<file path="config.mk">
export PLATFORM = sky130hd
export DESIGN_NAME = int_ctrl
export DESIGN_NICKNAME = d
export VERILOG_FILES = /design/src/rtl/intc_pkg.sv /design/src/rtl/intc_prio_enc.sv /design/src/rtl/int_ctrl.sv
export SDC_FILE = /design/constraint.sdc
export NUM_CORES = 1
export LEC_CHECK = 0
export ABC_AREA = 1
export BUFFER_PORTS_ARGS = -buffer_cell sky130_fd_sc_hd__buf_4
export CORE_MARGIN = 2
export CORE_UTILIZATION = 32
export DETAILED_ROUTE_END_ITERATION = 8
export PLACE_DENSITY_LB_ADDON = 0.3
export SLEW_MARGIN = 25
export SYNTH_ARGS = -nofsm -noshare
export SYNTH_HDL_FRONTEND = slang
export SYNTH_SLANG_ARGS = --single-unit
</file>
<file path="constraint.sdc">
create_clock -name clk -period 2 [get_ports clk]
set_input_delay 0.1 -clock clk [delete_from_list [all_inputs] [get_ports clk]]
set_output_delay 0.1 -clock clk [all_outputs]
set_load 0.05 [all_outputs]
</file>
<file path="src/rtl/intc_pkg.sv">
// Shared register map and constants for the memory-mapped interrupt controller.
package intc_pkg;

  typedef enum logic [2:0] {
    REG_PENDING = 3'd0,
    REG_ENABLE  = 3'd1,
    REG_TRIGGER = 3'd2,
    REG_ID      = 3'd3,
    REG_CTRL    = 3'd4
  } intc_reg_e;

  localparam logic [31:0] ID_NONE  = 32'h8000_0000;
  localparam int          CTRL_GIE = 0;
  localparam int          NUM_REGS = 8;

endpackage

</file>
<file path="src/rtl/intc_prio_enc.sv">
// Lowest-set-bit encoder: lower index has priority.
module intc_prio_enc #(
  parameter int NUM_IRQ = 8
) (
  input  logic [NUM_IRQ-1:0] req,
  output logic               valid,
  output logic [4:0]         idx
);

  // Scan from the top down so the lowest set bit is the last one assigned.
  always_comb begin
    valid = 1'b0;
    idx   = '0;
    for (int i = NUM_IRQ - 1; i >= 0; i--) begin
      if (req[i]) begin
        valid = 1'b1;
        idx   = 5'(i);
      end
    end
  end

endmodule

</file>
<file path="src/rtl/int_ctrl.sv">
// Memory-mapped interrupt controller: latches device requests into pending
// bits, masks them, and raises a registered hwint for the CPU control unit.
module int_ctrl
  import intc_pkg::*;
#(
  parameter logic [31:0] BASE_ADDR = 32'h0000_fff0,
  parameter int          NUM_IRQ   = 8
) (
  input  logic               clk,
  input  logic               rst,
  input  logic [31:0]        addr,
  input  logic [31:0]        din,
  output logic [31:0]        dout,
  input  logic               mem_rd,
  input  logic               mem_wr,
  output logic               sel,
  input  logic [NUM_IRQ-1:0] irq,
  output logic               hwint
);

  logic [NUM_IRQ-1:0] pending_q, pending_d;
  logic [NUM_IRQ-1:0] enable_q, enable_d;
  logic [NUM_IRQ-1:0] trigger_q, trigger_d;
  logic [NUM_IRQ-1:0] irq_q;
  logic               gie_q, gie_d;
  logic               hwint_q, hwint_d;

  logic [31:0]        offset;
  logic [2:0]         reg_off;
  logic               wr_en;
  logic               rd_en;
  logic [NUM_IRQ-1:0] set_vec;
  logic [NUM_IRQ-1:0] clr_vec;
  logic               id_valid;
  logic [4:0]         id_idx;
  logic [31:0]        rdata;
  logic               unused_din;

  // Unsigned subtract makes addresses below the base wrap to a large value,
  // so a single compare covers both window edges.
  assign offset  = addr - BASE_ADDR;
  assign sel     = (offset < 32'(NUM_REGS));
  assign reg_off = offset[2:0];
  assign wr_en   = mem_wr & sel;
  assign rd_en   = mem_rd & sel;

  // Only the low NUM_IRQ bits of write data carry register content.
  assign unused_din = ^din;

  intc_prio_enc #(
    .NUM_IRQ (NUM_IRQ)
  ) u_prio_enc (
    .req   (pending_q & enable_q),
    .valid (id_valid),
    .idx   (id_idx)
  );

  // Next-state for the register file: sources set, software clears, set wins.
  always_comb begin
    set_vec   = (trigger_q & irq & ~irq_q) | (~trigger_q & irq);
    clr_vec   = '0;
    enable_d  = enable_q;
    trigger_d = trigger_q;
    gie_d     = gie_q;
    if (wr_en) begin
      case (reg_off)
        REG_PENDING: clr_vec   = din[NUM_IRQ-1:0];
        REG_ENABLE:  enable_d  = din[NUM_IRQ-1:0];
        REG_TRIGGER: trigger_d = din[NUM_IRQ-1:0];
        REG_ID: begin
          for (int i = 0; i < NUM_IRQ; i++) begin
            if (din[4:0] == 5'(i)) clr_vec[i] = 1'b1;
          end
        end
        REG_CTRL:    gie_d     = din[CTRL_GIE];
        default:     ;
      endcase
    end
    pending_d = (pending_q & ~clr_vec) | set_vec;
    hwint_d   = gie_q & (|(pending_q & enable_q));
  end

  // State registers; sampling irq into irq_q during reset suppresses a false
  // edge from a line that is already high when reset releases.
  always_ff @(posedge clk) begin
    if (rst) begin
      pending_q <= '0;
      enable_q  <= '0;
      trigger_q <= '0;
      gie_q     <= 1'b0;
      hwint_q   <= 1'b0;
      irq_q     <= irq;
    end else begin
      pending_q <= pending_d;
      enable_q  <= enable_d;
      trigger_q <= trigger_d;
      gie_q     <= gie_d;
      hwint_q   <= hwint_d;
      irq_q     <= irq;
    end
  end

  // Combinational read mux; zero when not addressed so it can be OR-ed onto the bus.
  always_comb begin
    rdata = '0;
    case (reg_off)
      REG_PENDING: rdata = 32'(pending_q);
      REG_ENABLE:  rdata = 32'(enable_q);
      REG_TRIGGER: rdata = 32'(trigger_q);
      REG_ID:      rdata = id_valid ? {27'd0, id_idx} : ID_NONE;
      REG_CTRL:    rdata = {31'd0, gie_q};
      default:     rdata = '0;
    endcase
    dout = rd_en ? rdata : '0;
  end

  assign hwint = hwint_q;

endmodule

</file>
# [After elaboration in Yosys (flattened, before gate mapping)]
# Index checks and enable logic that the tools add are counted.
[classes] addsub=1 order_cmp=1 n_eq_ne=11 mux=29 bitwise=13 n_reduce_logical=6
[op_table] op="$pmux 32 s5" n=1
[op_table] op="$mux 32" n=2
[op_table] op="$and 8x8->8" n=5
[op_table] op="$lt 32x4->1 const B" n=1
[op_table] op="$sub 32x16->32 const B" n=1
[op_table] op="$mux 3" n=8
[op_table] op="$not 8->8" n=3
[op_table] op="$eq 5x3->1 const B" n=4
[op_table] op="$mux 1" n=16
[op_table] op="$or 8x8->8" n=2
[op_table] op="$pmux 8 s2" n=1
[op_table] op="$eq 5x2->1 const B" n=2
[op_table] op="$mux 8" n=1
[op_table] op="$reduce_or 8->1" n=1
[op_table] op="$eq 3x2->1 const B" n=2
[op_table] op="$reduce_and 2->1" n=3
[op_table] op="$eq 5x1->1 const B" n=1
[op_table] op="$logic_not 5->1" n=1
[op_table] op="$and 1x1->1" n=3
[op_table] op="$eq 3x1->1 const B" n=1
[op_table] op="$eq 3x3->1 const B" n=1
[op_table] op="$logic_not 3->1" n=1
[totals] regBits=34 elab_cells=67

# [Longest topological paths before layout]
# Gate-level depths: netlist of the first run.
[logic_depth] depth_word=12 mapped_depth=17 mapped_depth_nobuf=16

# [Modules after synthesis]
# Synthesis of the first run repeated with hierarchy kept, for this count alone.
[unflattened] hier_cells=524 hier_area_um2=3001.6
[by_module_without_submodules] mod="int_ctrl" instances=1 cells_per_inst=499 area_each_um2=2884.0 seq_area_each_um2=680.7
[by_module_without_submodules] mod="intc_prio_enc" instances=1 cells_per_inst=25 area_each_um2=117.6 seq_area_each_um2=0.0

# [Worst setup path after synthesis of the first run]
# Ideal clock, no wire load.
[synth_timing] path_kind="input to output" startpoint="input port addr[6]" endpoint="output port dout[31]" t_arrival_ns=2.525 slack_ns=-0.625 path_stages=13 n_path_buf=1 cell_sequence="nand2_1 > nor2_1 > nand2_1 > nor2_1 > nand2_1 > nand2_1 > nand3_1 > nor2_4 > nand3_4 > nor2_8 > buf_4 > nand2_1 > nor3_1"
[synth_via] elab_chain_cells=4
[synth_lines] item="start: declaration" line="int_ctrl.sv:11" rtl="input logic [31:0] addr,"
[synth_lines] item="$sub 32x16->32" line="int_ctrl.sv:41" rtl="assign offset = addr - BASE_ADDR;"
[synth_lines] item="$lt 32x4->1" line="int_ctrl.sv:42" rtl="assign sel = (offset < 32'(NUM_REGS));"
[synth_lines] item="net sel" line="int_ctrl.sv:16" rtl="output logic sel,"
[synth_lines] item="$and 1x1->1" line="int_ctrl.sv:45" rtl="assign rd_en = mem_rd & sel;"
[synth_lines] item="$mux 32" line="int_ctrl.sv:114" rtl="dout = rd_en ? rdata : '0;"
[synth_lines] item="end: declaration" line="int_ctrl.sv:13" rtl="output logic [31:0] dout,"
# The timed path passes the listed nets, and every way through them passes these cells.

# [Final worst setup path of the first run]
[layout_timing] startpoint="input port addr[16]" endpoint="output port dout[5]"
[layout_via] elab_chain_cells=4
[layout_lines] item="$sub 32x16->32" line="int_ctrl.sv:41"
[layout_lines] item="$lt 32x4->1" line="int_ctrl.sv:42"
[layout_lines] item="$and 1x1->1" line="int_ctrl.sv:45"
[layout_lines] item="$mux 32" line="int_ctrl.sv:114"
# No other way between the ends.

==> results by group, run 1 <==
Outcome
  – Status: complete, but fails checks
  – Violated checks: setup timing

Synthesis
  – Yosys cell types: 33
  – Register area share after synthesis: 25.6%
  – Primary FF master, synth: dfxtp_1
  – Synth Area in Adders: 0%
  – Simple-Gate Fraction of Synth Area: 48.6%
  – Ys Warns: 0
  – Async SR Flop Fraction: 0%
  – Synth Area in Compound Gates: 9.36%
  – Largest family of logic cells by synthesized area: simple AND/OR/NAND/NOR gates
  – Flops & latches, synth: 34
  – Post-synth EDFFs: 0
  – Mux share of post-synthesis cell area: 0%
  – Cell count after synthesis: 442
  – Avg Cell Area, Syn: 6.02 sq um
  – XOR/XNOR Fraction of Synth Area: 0%
  – Syn Std Cell Area: 2660 sq um

Die
  – Die Footprint: 9050 sq um
  – Core footprint: 8130 sq um
  – Ports: 110
  – Die X: 95.2 microns
  – Die Y: 95.2 microns
  – Starting density of the core: 32.7%
  – Core Rows: 33

Worst setup path
  – WS Path Type: primary input to output pin
  – Kind of cell adding the most delay to the critical path: simple AND/OR/NAND/NOR gates
  – Worst EP required: 1.90 ns
  – Worst Reg-to-Reg Cells: 6
  – Flop2flop setup slack: 0.84 ns
  – Crit path depth: 14
  – Reg2reg start: pending_q[4]$_SDFF_PP0_
  – Crit end category: output pin
  – CP arrival: 1.91 ns
  – Worst setup startpoint: addr[16]
  – Critical Path Sink: dout[5]
  – Critical path launch point type: primary input
  – Worst path max stage delay: 0.23 ns
  – Worst path bufs/invs: 3
  – Maximum fanout along the worst path: 6
  – Critical path cell sequence: buf_8, nor2_4, nand2_4, nor3_4, nand3b_1, nand2_1, nand2_2, nor2_4, nand3_4, nor2_8, o211ai_4, buf_6, nor2_4, buf_6
  – Reg2reg end: hwint$_SDFF_PP0_
  – CP dominant cell by count: nor2_4
  – CP max stage cell: nor3_4

Timing
  – Final WS setup: -0.00973 ns
  – RSZ-0062 raised after global routing: true
  – Max Fclk: 0.498 GHz
  – Fin crit period: 2.01 ns
  – Slew margin rel.: 62.0%
  – Final Hold Vio Count: 0
  – Setup tns final: -0.0179 ns
  – Setup Skew: 0.00145 ns
  – Slew @ Worst Pin: 0.567 ns
  – Tcrit/Tclk final: 100%
  – Final setup violation count: 2
  – Max-slew violations: 0

Routing
  – Routed Antenna Nets: 0
  – Total number of vias: 3,019
  – DRC: 0
  – WL final: 7.64 mm
  – Pre-antenna DRT Iters: 4
  – DR iter-0 viols: 130
  – Via density: 4.67
  – Average wire per standard cell: 11.8 microns

Global route
  – Met2 Use GR: 27.6%
  – Vias in the first global route: 2,726
  – Overall Global Routing Usage: 16.7%
  – Met3 Use GR: 2.92%
  – Initial antenna violation count: 0
  – Met1 usage in global routing: 22.2%
  – GR peak layer: met2
  – First-pass GRT wire length: 12.0 mm
  – Gr ovfl total: 0
  – Largest net degree at the start of global routing: 18

Finish
  – Layout fillers: 836
  – Final #Nets: 617
  – Register area: 681 sq um
  – Layout cells sized above 1: 28.0%
  – Antenna cells: 0
  – Most frequent cells in the layout: nand2_1, buf_4, nor2_1
  – Area of the multi-input gates: 1770 sq um
  – Finished Layout Cells: 647
  – Synthesis-to-finish area growth: 40.7%
  – Commonest non-fill, non-tap cell in the layout: nand2_1
  – Fin util: 46.0%

Placed design
  – Placed Cells incl. Taps: 626
  – Global placement routability congestion: 0.843
  – DP HPWL: 5.92 mm
  – Port Buf Inserts: 62

Pwr
  – Sequential power share: 42.8%
  – Psw: 535 uW
  – PnR Total Power: 1660 uW
  – LEAKAGE: 0.00186 uW
  – Net Sw Frac: 32.3%
  – PwrDens: 443 nW/um^2
  – Clock power frac: 32.4%
  – Internal power: 1120 uW
  – Combinational Power Share: 24.7%
  – Peak supply drop: 0.000447 V

Min path
  – Hold Crit Start: din[3]
  – Worst hold path type: primary input to flop
  – Hold depth: 3

Clock network
  – Root Buffer: clkbuf_8
  – Inserted Clock Buffers: 5
  – # H-tree levels: 2
  – Skew-Pair Late Insertion Delay: 0.29 ns
  – Reg clk slew, reported paths: 0.07 ns
  – Clk sinks: 34
  – CTS tree: yes
  – Max clock buf depth: 2

Run
  – Max_cap viols: 0
==> Yosys cell counts, drive strengths merged, types with 2 or more instances <==
| cell type | count | area share [%] |
|---|---|---|
| clkbuf | 3 | 0.42 |
| o21ai | 7 | 1.3 |
| a21oi | 18 | 3.4 |
| nand2 | 144 | 21 |
| nand3 | 35 | 8.2 |
| o22ai | 11 | 2.6 |
| inv | 56 | 7.9 |
| a221oi | 2 | 0.66 |
| dfxtp | 34 | 26 |
| nor3 | 8 | 1.9 |
| nand4 | 6 | 2.5 |
| buf | 27 | 7.8 |
| nor2 | 83 | 14 |
==> final cells by class <==
cell class | instances | share of cell area [%]
Multi-Input combinational cell | 343 | 47.4
Timing Repair Buffer | 100 | 22.6
Sequential cell | 34 | 18.2
Inverter | 57 | 5.72
Tap cell | 105 | 3.51
Clock buffer | 6 | 2.21
Clock inverter | 2 | 0.334
==> cell families (layout without fill, tap and decap cells) <==
family,after synthesis,count (layout)
AND/OR/NAND/NOR,278,278
buffers and inverters,87,165
AO/OA/AOI/OAI,42,42
flip-flops,34,34
other,1,23
==> registers in the layout (all words and copies together) (netlist names) <==
signal / flops
enable_q: 8
irq_q: 8
pending_q: 8
trigger_q: 8
gie_q: 1
hwint: 1
==> power by group through the flow <==
stage	sequential, uW	clock (uW)	combinational, uW
6_report	709	538	410
5_1_grt	711	571	444
4_1_cts	709	548	392
3_5_place_dp	725	0	376
3_3_place_gp	724	0	372
2_1_floorplan	721	0	248
==> worst min-delay path: stages <==
cell and delay, ns:
buf_4 0.09, nor2_1 0.04, nor2_1 0.08
==> repair_timing <==
item                                   CTS  global route
setup endpoints to repair                9             9
setup buffers                            0             5
hold buffers                             8             0
gates resized for setup                 15            41
pin swaps                                1            19
gates cloned                             0             0
endpoints found under the hold margin    8             0
==> layer usage <==
layer / part of all wire (%) / up-vias
met4: 1.2 / 0
met3: 6.8 / 9
li1: - / 1545
met2: 46 / 93
met1: 46 / 1372
met5: 0 / -
==> worst min-delay path by stage <==
stage	slack (ns)	endpoint
finish	0.05	trigger_q[3]$_SDFFE_PP0P_
global route	0.07	trigger_q[7]$_SDFFE_PP0P_
CTS	0.05	enable_q[6]$_SDFFE_PP0P_
detailed placement	0.22	irq_q[0]$_DFF_P_
global placement	0.21	irq_q[3]$_DFF_P_
floorplan	0.13	irq_q[0]$_DFF_P_
==> through the flow <==
stage / hold slack [ns] / area [sq um] / setup WS (ns)
floorplan: 0.128 / 2750 / -0.203
global placement: 0.214 / 3320 / -0.0928
detailed placement: 0.217 / 3320 / -0.105
CTS: 0.0524 / 3550 / -0.0202
global route: 0.0707 / 3740 / -0.111
finish: 0.0505 / 3740 / -0.00973
Note: power is estimated with default switching activity, not from simulation.
==> run 2, diff against run 1 <==
--- a/config.mk
+++ b/config.mk
@@ -7,7 +7,7 @@
 export LEC_CHECK = 0
 export ABC_AREA = 1
 export BUFFER_PORTS_ARGS = -buffer_cell sky130_fd_sc_hd__buf_4
-export CORE_MARGIN = 2
+export CORE_MARGIN = 1
 export CORE_UTILIZATION = 32
 export DETAILED_ROUTE_END_ITERATION = 8
 export PLACE_DENSITY_LB_ADDON = 0.3
==> run 2 against run 1 <==
Net effect: the flow now finishes without violations; utilization increased by 0.98 points; critical path depth rose by 1; clock skew up 0.0018 ns; first-iteration DRC count decreased by 12%; setup slack better by 0.032 ns; critical endpoint is now dout[2]; largest cell class unchanged.
==> results by group, run 2 (same netlist as run 1, synthesis figures left out) <==
Timing
  – Slew margin rel.: 63.0% (+0.97 points)
  – Slew @ Worst Pin: 0.552 ns (-0.0145 ns)
  – Tcrit/Tclk final: 98.9% (-1.6 points)
  – Hold_ws: 0.0611 ns (+0.0106 ns)
  – RSZ-0062 raised after global routing: true
  – Final setup violation count: 0 (-2)
  – Setup tns final: 0 ns (+0.0179 ns)
  – Max Fclk: 0.506 GHz (+1.6%)
  – Max-slew violations: 0 (unchanged)
  – Final Hold Vio Count: 0 (unchanged)
  – Setup Skew: 0.00327 ns (+0.00182 ns)
  – Final WS setup: 0.0221 ns (+0.0318 ns)
  – Fin crit period: 1.98 ns (-0.0318 ns)

Clock network
  – CTS tree: yes
  – Reg clk slew, reported paths: 0.07 ns (about the same)
  – Skew-Pair Late Insertion Delay: 0.28 ns (about the same)
  – Clk sinks: 34 (unchanged)
  – Root Buffer: clkbuf_8
  – # H-tree levels: 2 (unchanged)
  – Inserted Clock Buffers: 5 (unchanged)
  – Max clock buf depth: 2 (unchanged)

Global route
  – Overall Global Routing Usage: 17.3% (+0.58 points)
  – Initial antenna violation count: 0 (unchanged)
  – Largest net degree at the start of global routing: 18 (unchanged)
  – First-pass GRT wire length: 12.1 mm (+0.35%)
  – Vias in the first global route: 2,794 (+2.5%)
  – Gr ovfl total: 0 (unchanged)

Min path
  – Hold Crit Start: din[3]
  – Worst hold path type: primary input to flop

Pwr
  – Combinational Power Share: 24.7% (about the same)
  – Peak supply drop: 0.000569 V (+27%)
  – LEAKAGE: 0.00184 uW (-0.90%)
  – PwrDens: 438 nW/um^2 (-1.1%)
  – Sequential power share: 43.7% (+0.9 points)
  – Net Sw Frac: 31.2% (-1.1 points)
  – Psw: 506 uW (-5.4%)
  – Internal power: 1120 uW (-0.42%)
  – Clock power frac: 31.6% (-0.8 points)

Worst setup path
  – Critical path launch point type: primary input
  – Worst setup startpoint: addr[6]
  – CP max stage cell: buf_4
  – Reg2reg end: hwint$_SDFF_PP0_
  – Critical Path Sink: dout[2]
  – Flop2flop setup slack: 0.84 ns (about the same)
  – Reg2reg start: pending_q[4]$_SDFF_PP0_
  – Crit end category: output pin
  – Worst EP required: 1.90 ns (about the same)
  – Worst path max stage delay: 0.23 ns (about the same)
  – Worst Reg-to-Reg Cells: 6 (unchanged)
  – Maximum fanout along the worst path: 6 (unchanged)
  – Critical path cell sequence: buf_4, nand2_4, nor2_4, buf_12, nand4_4, nand2_2, nand2_1, nand2_1, inv_1, nor2_2, nand3_2, nor2_8, o211ai_4, a21oi_1, buf_4
  – CP arrival: 1.88 ns (-0.03 ns)
  – WS Path Type: primary input to output pin

Die
  – Die Y: 93.2 microns (-2.1%)
  – Die Footprint: 8680 sq um (-4.2%)
  – Core footprint: 7890 sq um (-3.0%)
  – Starting density of the core: 33.7% (+1.0 points)
  – Core Rows: 32 (-3.0%)
  – Die X: 93.2 microns (-2.1%)
  – Ports: 110 (unchanged)

Routing
  – Via density: 4.62 (-0.93%)
  – WL final: 7.44 mm (-2.7%)
  – Routed Antenna Nets: 0 (unchanged)
  – Average wire per standard cell: 11.6 microns (-1.5%)
  – DRC: 0 (unchanged)
  – DR iter-0 viols: 115 (-12%)
  – Pre-antenna DRT Iters: 4 (unchanged)
  – Total number of vias: 2,954 (-2.2%)

Placed design
  – DP HPWL: 5.64 mm (-4.7%)
  – Pre-CTS setup slack: -0.0998 ns (+0.00507 ns)
  – Port Buf Inserts: 62 (unchanged)
  – Placed inst area: 3250 sq um (-1.9%)
  – Global placement routability congestion: 0.896 (+6.3%)

Finish
  – Final #Nets: 612 (-0.81%)
  – Synthesis-to-finish area growth: 39.3%
  – Antenna cells: 0 (unchanged)
  – Design area: 3700 sq um (-0.97%)
  – Commonest non-fill, non-tap cell in the layout: nand2_1
  – Layout fillers: 821 (-1.8%)
  – Layout cells sized above 1: 27.2% (-0.86 points)
  – Most frequent cells in the layout: nand2_1, buf_4, nor2_1

Outcome
  – Status: complete, no violations

Run
  – Max_cap viols: 0 (unchanged)
-- run 2: final cells by class --
cell class                 count  area, sq um  area share (%)
inverter                      57          214            5.78
clock buffer                   7         86.3            2.33
clock inverter                 1         5.00           0.135
tap                          102          128            3.44
multi-input combinational    344         1770            47.7
timing repair buffer          94          823            22.2
sequential                    34          681            18.4
-- run 2: timing repair --
action | CTS | global route
endpoints found under the hold margin | 8 | 0
setup endpoints to repair | 7 | 12
hold buffers | 8 | 0
cloned | 0 | 1
gates resized for setup | 6 | 48
pin swaps | 2 | 14
buffers inserted | 0 | 7
-- run 2: how the worst min path moves through the flow --
stage / end / slack, ns / cells past startpoint
2_1_floorplan: irq_q[0]$_DFF_P_ / 0.13 / 0
3_3_place_gp: irq_q[7]$_DFF_P_ / 0.21 / 1
3_5_place_dp: irq_q[2]$_DFF_P_ / 0.22 / 1
4_1_cts: enable_q[6]$_SDFFE_PP0P_ / 0.06 / 3
5_1_grt: trigger_q[7]$_SDFFE_PP0P_ / 0.07 / 3
6_report: trigger_q[3]$_SDFFE_PP0P_ / 0.06 / 3
-- run 2: per-layer routing --
layer,global-route usage (%),wire length [microns],vias up
met5,0,0,-
met3,2.36,324,10
met1,21.6,3290,1324
li1,-,-,1527
met4,3.72,100,0
met2,31.4,3720,93
-- run 2: per-stage QoR --
stage          cells  utilization [%]  total power (uW)
2_1_floorplan    464                -               969
3_3_place_gp     615             41.3              1080
3_5_place_dp     615             41.3              1090
4_1_cts          631             43.8              1620
5_1_grt          639             47.0              1700
6_report         639             47.0              1620
-- run 2: power groups by stage --
stage          Combinational, uW  Sequential, uW  Clock (uW)
6_report                     401             709         513
5_1_grt                      435             711         556
4_1_cts                      378             709         530
3_5_place_dp                 362             724           0
3_3_place_gp                 359             724           0
2_1_floorplan                248             721           0
-- run 2: critical path: cells and delay by family --
family	cells	cell delay [ns]
AO/OA/AOI/OAI	2	0.32
buffers and inverters	4	0.49
AND/OR/NAND/NOR	9	0.96
